## config.mk

```make
export PLATFORM = sky130hd
export DESIGN_NAME = mem_controller_flat
export DESIGN_NICKNAME = d
export VERILOG_FILES = /design/src/rtl/mem_controller_if.sv /design/src/rtl/mem_controller.sv /design/src/flat_wrapper.sv
export SDC_FILE = /design/constraint.sdc
export NUM_CORES = 1
export LEC_CHECK = 0
export BUFFER_PORTS_ARGS = -buffer_cell sky130_fd_sc_hd__buf_2
export CAP_MARGIN = 0
export CELL_PAD_IN_SITES_DETAIL_PLACEMENT = 1
export CELL_PAD_IN_SITES_GLOBAL_PLACEMENT = 1
export CORE_MARGIN = 1
export CORE_UTILIZATION = 44
export DETAILED_ROUTE_END_ITERATION = 10
export GPL_TIMING_DRIVEN = 0
export HOLD_SLACK_MARGIN = 0.12
export PLACE_DENSITY = 0.89
export SLEW_MARGIN = 10
export SYNTH_ARGS = -nofsm -noshare
export SYNTH_HDL_FRONTEND = slang
export SYNTH_SLANG_ARGS = --single-unit
```

## constraint.sdc

```tcl
create_clock -name Sys_clk -period 3 [get_ports Sys_clk]
set_input_delay 0.6 -clock Sys_clk [delete_from_list [all_inputs] [get_ports Sys_clk]]
set_output_delay 0.6 -clock Sys_clk [all_outputs]
set_load 0.05 [all_outputs]
```

## src/rtl/mem_controller_if.sv

```systemverilog
// mem_controller_if: request/response and byte-bus signals of the memory controller.
//   LSBMC_*         : request from the load/store buffer (valid, rd/wr, width, data, address)
//   MCLSB_*         : completion pulses and read data back to the load/store buffer
//   mem_*           : 8-bit external RAM/IO bus (address, write data, write strobe, read data)
//   io_buffer_full  : IO sink back-pressure for writes into the IO region
// Modport slave is the controller's view; modport master is the requester/RAM side.
interface mem_controller_if #(
  parameter int ADDR_WIDTH = 32
);
  logic                  LSBMC_en;
  logic                  LSBMC_wr;
  logic [2:0]            LSBMC_data_width;
  logic [31:0]           LSBMC_data;
  logic [ADDR_WIDTH-1:0] LSBMC_addr;
  logic                  MCLSB_r_en;
  logic                  MCLSB_w_en;
  logic [31:0]           MCLSB_data;
  logic [7:0]            mem_din;
  logic [7:0]            mem_dout;
  logic [ADDR_WIDTH-1:0] mem_a;
  logic                  mem_wr;
  logic                  io_buffer_full;

  modport slave (
    input  LSBMC_en, LSBMC_wr, LSBMC_data_width, LSBMC_data, LSBMC_addr,
    input  mem_din, io_buffer_full,
    output MCLSB_r_en, MCLSB_w_en, MCLSB_data,
    output mem_dout, mem_a, mem_wr
  );

  modport master (
    output LSBMC_en, LSBMC_wr, LSBMC_data_width, LSBMC_data, LSBMC_addr,
    output mem_din, io_buffer_full,
    input  MCLSB_r_en, MCLSB_w_en, MCLSB_data,
    input  mem_dout, mem_a, mem_wr
  );
endinterface

```

## src/rtl/mem_controller.sv

```systemverilog
// mem_controller: serves one load/store-buffer request at a time as a byte-serial
// sequence on the 8-bit RAM/IO bus, then returns a one-cycle completion pulse.
// Ports:
//   Sys_clk   : clock, rising edge
//   Sys_rst_n : asynchronous active-low reset
//   Sys_rdy   : global enable; low freezes all state and masks mem_wr
//   bus       : mem_controller_if.slave (request, completion and RAM bus signals)
module mem_controller #(
  parameter int         ADDR_WIDTH = 32,
  parameter logic [1:0] IO_HI      = 2'b11
) (
  input  logic              Sys_clk,
  input  logic              Sys_rst_n,
  input  logic              Sys_rdy,
  mem_controller_if.slave   bus
);

  typedef enum logic [1:0] {IDLE, READ, WRITE, DONE} state_t;

  state_t                state;
  logic [2:0]            cnt;
  logic [2:0]            n_q;
  logic [ADDR_WIDTH-1:0] addr_q;
  logic [31:0]           data_q;
  logic [31:0]           rd_buf;
  logic [31:0]           rd_next;
  logic [31:0]           rdata_q;
  logic [ADDR_WIDTH-1:0] mem_a_q;
  logic [7:0]            dout_q;
  logic                  mem_wr_q;
  logic                  r_en_q;
  logic                  w_en_q;

  logic [2:0]            cnt_inc;
  logic [2:0]            last_cnt;
  logic [2:0]            n_dec;
  logic [ADDR_WIDTH-1:0] next_a;
  logic [7:0]            next_byte;
  logic                  stall_new;
  logic                  stall_cur;

  assign cnt_inc   = cnt + 3'd1;
  assign last_cnt  = n_q - 3'd1;
  assign next_a    = addr_q + ADDR_WIDTH'(cnt_inc);
  assign next_byte = data_q[{cnt_inc[1:0], 3'b000} +: 8];

  // IO back-pressure only applies to requests aimed at the IO region; the
  // region is judged from the request's first byte address.
  assign stall_new = (bus.LSBMC_addr[17:16] == IO_HI) && bus.io_buffer_full;
  assign stall_cur = (addr_q[17:16] == IO_HI) && bus.io_buffer_full;

  // Width 1 and 2 are honoured; every other encoding is a full word.
  always_comb begin
    n_dec = 3'd4;
    case (bus.LSBMC_data_width)
      3'd1:    n_dec = 3'd1;
      3'd2:    n_dec = 3'd2;
      default: n_dec = 3'd4;
    endcase
  end

  // Read buffer with the byte arriving this cycle merged in, so the final
  // byte can go straight into the response register.
  always_comb begin
    rd_next = rd_buf;
    rd_next[{cnt[1:0], 3'b000} +: 8] = bus.mem_din;
  end

  // Controller FSM. A write beat is presented on the bus one cycle before the
  // edge that commits it, so the first beat is set up on the accept edge; a
  // beat whose strobe was low (IO stall) is simply re-evaluated next edge.
  always_ff @(posedge Sys_clk or negedge Sys_rst_n) begin
    if (!Sys_rst_n) begin
      state    <= IDLE;
      cnt      <= 3'd0;
      n_q      <= 3'd0;
      addr_q   <= '0;
      data_q   <= 32'd0;
      rd_buf   <= 32'd0;
      rdata_q  <= 32'd0;
      mem_a_q  <= '0;
      dout_q   <= 8'd0;
      mem_wr_q <= 1'b0;
      r_en_q   <= 1'b0;
      w_en_q   <= 1'b0;
    end else if (Sys_rdy) begin
      case (state)
        IDLE: begin
          if (bus.LSBMC_en) begin
            n_q     <= n_dec;
            addr_q  <= bus.LSBMC_addr;
            data_q  <= bus.LSBMC_data;
            cnt     <= 3'd0;
            rd_buf  <= 32'd0;
            mem_a_q <= bus.LSBMC_addr;
            if (bus.LSBMC_wr) begin
              dout_q   <= bus.LSBMC_data[7:0];
              mem_wr_q <= !stall_new;
              state    <= WRITE;
            end else begin
              mem_wr_q <= 1'b0;
              state    <= READ;
            end
          end
        end
        READ: begin
          rd_buf  <= rd_next;
          cnt     <= cnt_inc;
          mem_a_q <= next_a;
          if (cnt == last_cnt) begin
            rdata_q <= rd_next;
            r_en_q  <= 1'b1;
            state   <= DONE;
          end
        end
        WRITE: begin
          if (mem_wr_q) begin
            if (cnt == last_cnt) begin
              mem_wr_q <= 1'b0;
              w_en_q   <= 1'b1;
              state    <= DONE;
            end else begin
              cnt      <= cnt_inc;
              mem_a_q  <= next_a;
              dout_q   <= next_byte;
              mem_wr_q <= !stall_cur;
            end
          end else begin
            mem_wr_q <= !stall_cur;
          end
        end
        DONE: begin
          r_en_q <= 1'b0;
          w_en_q <= 1'b0;
          state  <= IDLE;
        end
        default: state <= IDLE;
      endcase
    end
  end

  assign bus.MCLSB_r_en = r_en_q;
  assign bus.MCLSB_w_en = w_en_q;
  assign bus.MCLSB_data = rdata_q;
  assign bus.mem_a      = mem_a_q;
  assign bus.mem_dout   = dout_q;
  // A frozen controller must never leave a write strobe on the bus.
  assign bus.mem_wr     = mem_wr_q & Sys_rdy;

endmodule

```

## src/flat_wrapper.sv

```systemverilog
// flat-port wrapper written by rule: the top's interface ports become plain ports
module mem_controller_flat 
#(
  parameter int         ADDR_WIDTH = 32,
  parameter logic [1:0] IO_HI      = 2'b11
)
  (Sys_clk, Sys_rst_n, Sys_rdy, bus_LSBMC_en, bus_LSBMC_wr, bus_LSBMC_data_width, bus_LSBMC_data, bus_LSBMC_addr, bus_mem_din, bus_io_buffer_full, bus_MCLSB_r_en, bus_MCLSB_w_en, bus_MCLSB_data, bus_mem_dout, bus_mem_a, bus_mem_wr);
  mem_controller_if #(.ADDR_WIDTH(ADDR_WIDTH)) bus_i ();
  input  logic Sys_clk;
  input  logic Sys_rst_n;
  input  logic Sys_rdy;
  input wire logic [$bits(bus_i.LSBMC_en)-1:0] bus_LSBMC_en;
  input wire logic [$bits(bus_i.LSBMC_wr)-1:0] bus_LSBMC_wr;
  input wire logic [$bits(bus_i.LSBMC_data_width)-1:0] bus_LSBMC_data_width;
  input wire logic [$bits(bus_i.LSBMC_data)-1:0] bus_LSBMC_data;
  input wire logic [$bits(bus_i.LSBMC_addr)-1:0] bus_LSBMC_addr;
  input wire logic [$bits(bus_i.mem_din)-1:0] bus_mem_din;
  input wire logic [$bits(bus_i.io_buffer_full)-1:0] bus_io_buffer_full;
  output wire logic [$bits(bus_i.MCLSB_r_en)-1:0] bus_MCLSB_r_en;
  output wire logic [$bits(bus_i.MCLSB_w_en)-1:0] bus_MCLSB_w_en;
  output wire logic [$bits(bus_i.MCLSB_data)-1:0] bus_MCLSB_data;
  output wire logic [$bits(bus_i.mem_dout)-1:0] bus_mem_dout;
  output wire logic [$bits(bus_i.mem_a)-1:0] bus_mem_a;
  output wire logic [$bits(bus_i.mem_wr)-1:0] bus_mem_wr;
  assign bus_i.LSBMC_en = bus_LSBMC_en;
  assign bus_i.LSBMC_wr = bus_LSBMC_wr;
  assign bus_i.LSBMC_data_width = bus_LSBMC_data_width;
  assign bus_i.LSBMC_data = bus_LSBMC_data;
  assign bus_i.LSBMC_addr = bus_LSBMC_addr;
  assign bus_i.mem_din = bus_mem_din;
  assign bus_i.io_buffer_full = bus_io_buffer_full;
  assign bus_MCLSB_r_en = bus_i.MCLSB_r_en;
  assign bus_MCLSB_w_en = bus_i.MCLSB_w_en;
  assign bus_MCLSB_data = bus_i.MCLSB_data;
  assign bus_mem_dout = bus_i.mem_dout;
  assign bus_mem_a = bus_i.mem_a;
  assign bus_mem_wr = bus_i.mem_wr;
  mem_controller #(.ADDR_WIDTH(ADDR_WIDTH), .IO_HI(IO_HI)) u_core (.Sys_clk(Sys_clk), .Sys_rst_n(Sys_rst_n), .Sys_rdy(Sys_rdy), .bus(bus_i));
endmodule
```

; ---- Yosys cells after proc, flatten, opt, wreduce, memory -nomap -nowiden
; Cells that the tools add are included.
[totals]
word_cells = 84
n_memories = 0
latch_bits = 0
ff_bits = 179
rom_bits = 0
ramBits = 0
out_inout_bits = 75
[classes]
shift = 3
n_lt_le_gt_ge = 0
n_bitwise = 1
muxes = 31
mul = 0
eq_ne = 14
div_mod_pow = 0
n_addsub = 4
reduce_logical = 19
[op_table]
columns = cell, n
row1 = 2-to-1 mux 32 bit, 4
row2 = one-hot mux 32 bit (3 select lines), 1
row3 = one-hot mux 32 bit (2 select lines), 1
row4 = adder 32 x 3 -> 32 bit, 1
row5 = bitwise mux 32 bit, 1
row6 = 2-to-1 mux 8 bit, 4
row7 = "variable shift 8 x 7 -> 32 bit, first input constant", 1
row8 = indexed part select 32 x 6 -> 8 bit, 1
row9 = indexed part select 8 x 7 -> 32 bit, 1
row10 = AND reduction 3 bit, 6
row11 = one-hot mux 8 bit (2 select lines), 1
row12 = 2-to-1 mux 3 bit, 3
row13 = one-hot mux 3 bit (3 select lines), 1
row14 = "== test 2 bit, second input constant", 4
row15 = 2-to-1 mux 2 bit, 4
row16 = one-hot mux 2 bit (4 select lines), 1
row17 = nonzero test 2 bit, 4
row18 = negation 5 -> 7 bit, 1
row19 = 2-to-1 mux 1 bit, 6
row20 = "!= test 2 x 1 -> 1 bit, second input constant", 3
row21 = "!= test 2 bit, second input constant", 3
row22 = one-hot mux 1 bit (2 select lines), 3
row23 = one-hot mux 3 bit (2 select lines), 1
row24 = AND reduction 6 bit, 1
row25 = other kinds (13), 15

; ---- Depth between registers and ports, before layout
[logic_depth]
depth_word = 6
depth_mapped = 11
ltp_nobuf = 9

; ---- Least setup slack after synthesis
; OpenSTA, ideal clock, no wires.
[synth_path]
path_kind = reg-to-reg
startpoint = reg u_core.cnt[0]
endpoint = reg u_core.mem_a_q[12] (netlist: u_core.bus.mem_a[12])
path_slack_ns = 0.277
required_time_ns = 2.917
path_stages_with_launch = 12
arrival_ns = 2.641
cell_sequence = dfrtp_1 clkbuf_2 inv_1 ha_1 inv_1 fa_1 nor2b_1 o21ai_0 buf_2 or3_1 a31o_2 o21ai_0
[synth_via]
elab_chain_len = 5
elab_cells_between_ends = 8
[synth_rtl]
columns = element, line_no
row1 = from (decl), mem_controller.sv:21  ; logic [2:0] cnt;
row2 = from (signal assigned), mem_controller.sv:108  ; cnt <= cnt_inc;
row3 = from (signal assigned), mem_controller.sv:123  ; cnt <= cnt_inc;
row4 = adder 3 x 1 -> 3 bit, mem_controller.sv:42  ; assign cnt_inc = cnt + 3'd1;
row5 = adder 32 x 3 -> 32 bit, mem_controller.sv:44  ; assign next_a = addr_q + ADDR_WIDTH'(cnt_inc);
row6 = 2-to-1 mux 32 bit, mem_controller.sv:118  ; if (cnt == last_cnt) begin
row7 = 2-to-1 mux 32 bit, mem_controller.sv:117  ; if (mem_wr_q) begin
row8 = one-hot mux 32 bit (3 select lines), mem_controller.sv:87  ; case (state)
row9 = to (signal assigned), mem_controller.sv:95  ; mem_a_q <= bus.LSBMC_addr;
row10 = to (signal assigned), mem_controller.sv:109  ; mem_a_q <= next_a;
row11 = to (signal assigned), mem_controller.sv:124  ; mem_a_q <= next_a;
row12 = to (decl), mem_controller.sv:28  ; logic [ADDR_WIDTH-1:0] mem_a_q;
; Several ways; a longest one is shown, not always the timed one. The select of a mux whose other input is x is not followed.
; A chain may end at the register's enable or synchronous reset.

; ---- Final worst setup path
[layout_path]
startpoint = reg u_core.cnt[0]
endpoint = reg u_core.mem_a_q[24] (netlist: u_core.bus.mem_a[24])
; The elaborated chain is that of the path after synthesis.

==> key figures <==
Setup path
  – Reg2reg path depth: 10
  – CP endpoint kind: register
  – RR Startpoint: u_core.cnt[0]$_DFFE_PN0P_
  – Crit-path cells: buf_4 > clkinvlp_4 > ha_4 > inv_1 > fa_2 > nor2b_4 > o2111ai_1 > nor3_1 > xnor2_1 > o211ai_1
  – WP data required: 3.30 ns
  – Startpoint types: register
  – Critical Path AT: approximately 3.2 ns
  – Cell family with most CP delay: adder cells
  – CP max-delay cell: fa_2
  – Flop2flop setup slack: a little under 0.1 ns
  – Critical R2R Capture: u_core.bus.mem_a[24]$_DFFE_PN0P_
  – Buf/Inv on CP: 3
  – Critical Path Fanout Max: 6
  – Critical path type: register to register
  – CP peak stage delay: 0.41 ns

Drt
  – DR DRC count: 0
  – DR vias: around 7000
  – Antenna viol nets, final: 0
  – DRT Pass-1 Iters: 5
  – WL final: ~25000 um
  – Wire length per cell: 20.4 um
  – Routed vias/inst: 5.66
  – Iteration-0 DRC count of the detailed router: 382

Finish
  – Layout cell share with drive strength beyond 1: 0.312
  – Nets: about 1100
  – Fin area: between 10000 and 15000 um2
  – Finished Layout Cells: 1237
  – Commonest non-fill, non-tap cell in the layout: dfrtp_1
  – Commonest cells after routing, fill and taps aside: 179 x dfrtp_1, 152 x buf_2, 87 x nand2_1
  – Inserted Diodes: 0
  – P&R area growth vs syn: 20.3%

Power
  – PwrDens: between 1000 and 1500 nW/um2
  – VDD IR max: slightly below 0.6 mV
  – P_leak: 0.00477 uW
  – Total power: 11900 uW

STA
  – Final setup viols: 0
  – Final hold vios: 0
  – Slew headroom: 0.380
  – Least-Margin Pin Slew: 0.928 ns
  – Setup WS post-layout: 0.0985 ns
  – Maximum clock frequency: 345 MHz
  – Final Skew: approximately 0.010 ns
  – RSZ-0062 raised after global routing: no
  – Final Max Slew Viols: 0
  – Final min period: about 2.9 ns
  – Crit share post-route: 0.967

Yosys
  – Sequential share of the synthesized area: 0.514
  – Synth warn: 0
  – Compound-Gate Fraction of Synth Area: 0.139
  – Count of different cell masters after synthesis: 62
  – Cells after Synth: slightly below 800
  – Largest family of logic cells by synthesized area: compound AO/OA/AOI/OAI gates
  – Adder-cell share of the synthesized area: 0.0224
  – Mux cell area share after synthesis: 0.135
  – EDFF count, synth: 0
  – Share of flip-flops with an asynchronous set or reset: 1.00
  – Net count after synthesis: 885
  – Mapped cell area: 8710 um2
  – Post-synth top flop: dfrtp_1
  – Post-synthesis simple-gate area fraction: 0.135
  – Register bit total from synthesis: 179
  – XOR/XNOR share of the synthesized area: 0.0240
  – Syn_area_per_cell: 11.0 um2

Placed design
  – Gpl congestion: slightly above 0.8
  – Dpl hpwl: 17900 um
  – Port Buffers: 146
  – Placed insts: 1201
  – Pre-CTS setup slack: -0.329 ns
  – Placed Area: 9810 um2

Clock network
  – Clk_lat worst skew: 0.44 ns
  – Clock Tree Root: clkbuf_16
  – H-tree levels: 4
  – CTS tree: done
  – CTS Buffer Depth: 2
  – Num Clock Sinks: 179
  – Inserted Clock Buffers: 17
  – Reg clk slew, reported paths: 0.07 ns
  – Hold_buf cts: 0

Floorplan
  – Io pins: 156
  – Horiz. Die Dim: 143 um
  – Rows: around 50
  – DIE HEIGHT: 143 um
  – Die area: 20400 um2
  – Initial Util: 0.449
  – Total core area: 19400 um2

Global routing
  – Vias in the first global route: around 7600
  – First-pass GRT wire length: 40600 um
  – Initial antenna violation count: 1
  – GR Overflow Total: 0
  – Maximum number of pins on one net before global-route repair: 95
  – Gr usage total: 0.262

Worst hold path
  – Class of the worst hold path: input port to asynchronous set/reset pin

Outcome
  – Run status: finished clean

Job
  – MaxCap Viol Count: 0
how the worst max path moves through the flow:
stage                                   start                          endpoint  depth (start not counted)
floorplan           u_core.cnt[0]$_DFFE_PN0P_  u_core.bus.mem_a[12]$_DFFE_PN0P_                         11
global placement                    Sys_rst_n     u_core.data_q[18]$_DFFE_PN0P_                          1
detailed placement  u_core.cnt[0]$_DFFE_PN0P_  u_core.bus.mem_a[12]$_DFFE_PN0P_                         11
CTS                 u_core.cnt[0]$_DFFE_PN0P_  u_core.bus.mem_a[27]$_DFFE_PN0P_                         10
global route        u_core.cnt[0]$_DFFE_PN0P_  u_core.bus.mem_a[24]$_DFFE_PN0P_                         10
finish              u_core.cnt[0]$_DFFE_PN0P_  u_core.bus.mem_a[24]$_DFFE_PN0P_                         10
sequential cells by signal (all words and copies together), names as in the netlist:
register	flops
u_core.addr_q	32
u_core.bus.MCLSB_data	32
u_core.bus.MCLSB_r_en	1
u_core.bus.MCLSB_w_en	1
u_core.bus.mem_a	32
u_core.bus.mem_dout	8
u_core.cnt	3
u_core.data_q	32
u_core.mem_wr_q	1
u_core.n_q	3
u_core.rd_buf	32
u_core.state	2
synth_stat cells, types with 3 or more instances:
master / count / area, um2
o211ai_1: 10 / 75.1
clkbuf_1: 25 / 93.8
mux4_2: 8 / 180
mux2i_1: 9 / 90.1
nand4b_1: 5 / 43.8
and4_1: 5 / 43.8
xnor2_1: 14 / 123
and2_1: 6 / 37.5
nor3_1: 11 / 55.1
ha_1: 14 / 175
o31ai_1: 5 / 37.5
and3_1: 3 / 18.8
dfrtp_1: 179 / 4480
or3_1: 3 / 18.8
nand2_1: 87 / 327
mux2_2: 80 / 901
nor3_2: 3 / 30.0
buf_2: 8 / 40.0
nor4_1: 6 / 37.5
nor2b_1: 34 / 213
inv_1: 16 / 60.1
nand3_1: 20 / 100
xor2_1: 7 / 61.3
nand2b_1: 3 / 18.8
buf_1: 14 / 52.6
nor2_1: 12 / 45.0
nand4_1: 6 / 37.5
o21ai_0: 63 / 315
a21oi_1: 53 / 265
a22o_1: 32 / 280
a31o_2: 4 / 35.0
a31oi_1: 3 / 18.8
layer usage:
layer,track usage,vias to the layer above,part of all wire
met4,0.102,2,0.024
met5,0,-,0.00040
met2,0.444,203,0.50
li1,-,3192,-
met1,0.334,3544,0.43
met3,0.0473,57,0.044
worst reg2reg max path: stages, from the launching register on:
cell and delay (ns):
dfrtp_1 0.40, buf_4 0.19, clkinvlp_4 0.12, ha_4 0.30, inv_1 0.11, fa_2 0.41
nor2b_4 0.19, o2111ai_1 0.36, nor3_1 0.40, xnor2_1 0.18, o211ai_1 0.11
cells by family (layout without fill, tap and decap cells):
group / after synthesis / after routing
and+or+nand+nor: 218 / 218
adders and majority gates: 15 / 15
muxes: 97 / 97
AOI/OAI and AO/OA: 192 / 192
xor gates and xnor gates: 22 / 22
DFF: 179 / 179
buffers and inverters: 66 / 249
metrics by stage:
step / hold slack, ns / utilization / TNS (ns)
after floorplan: 0.304 / - / 0
after global placement: 0.458 / 0.504 / -278.45
after detailed placement: 0.466 / 0.506 / -2.15
after CTS: 0.188 / 0.538 / 0
after global routing: 0.214 / 0.540 / 0
final: 0.160 / 0.540 / 0
area by class of cell:
type | instances | area (um2)
plain buffers | 50 | 216
inverters | 16 | 63.8
clock inverters | 14 | 166
clock buffers | 18 | 429
fillers | 2174 | 8920
flip-flops and latches | 179 | 4480
multi-input cells | 544 | 3990
well taps | 265 | 332
repair buffers | 151 | 798
what timing repair did:
item | in CTS | in global routing
pin swaps | 0 | 0
buffers inserted | 1 | 3
setup endpoints to repair | 19 | 28
resized for setup | 5 | 10
where the power goes:
| part | total (uW) | internal (uW) | switching [uW] |
|---|---|---|---|
| sequential | 3970 | 3300 | 676 |
| clock | 2260 | 1190 | 1070 |
| combinational | 5710 | 2060 | 3640 |
Note: power is estimated with default switching activity, not from simulation.
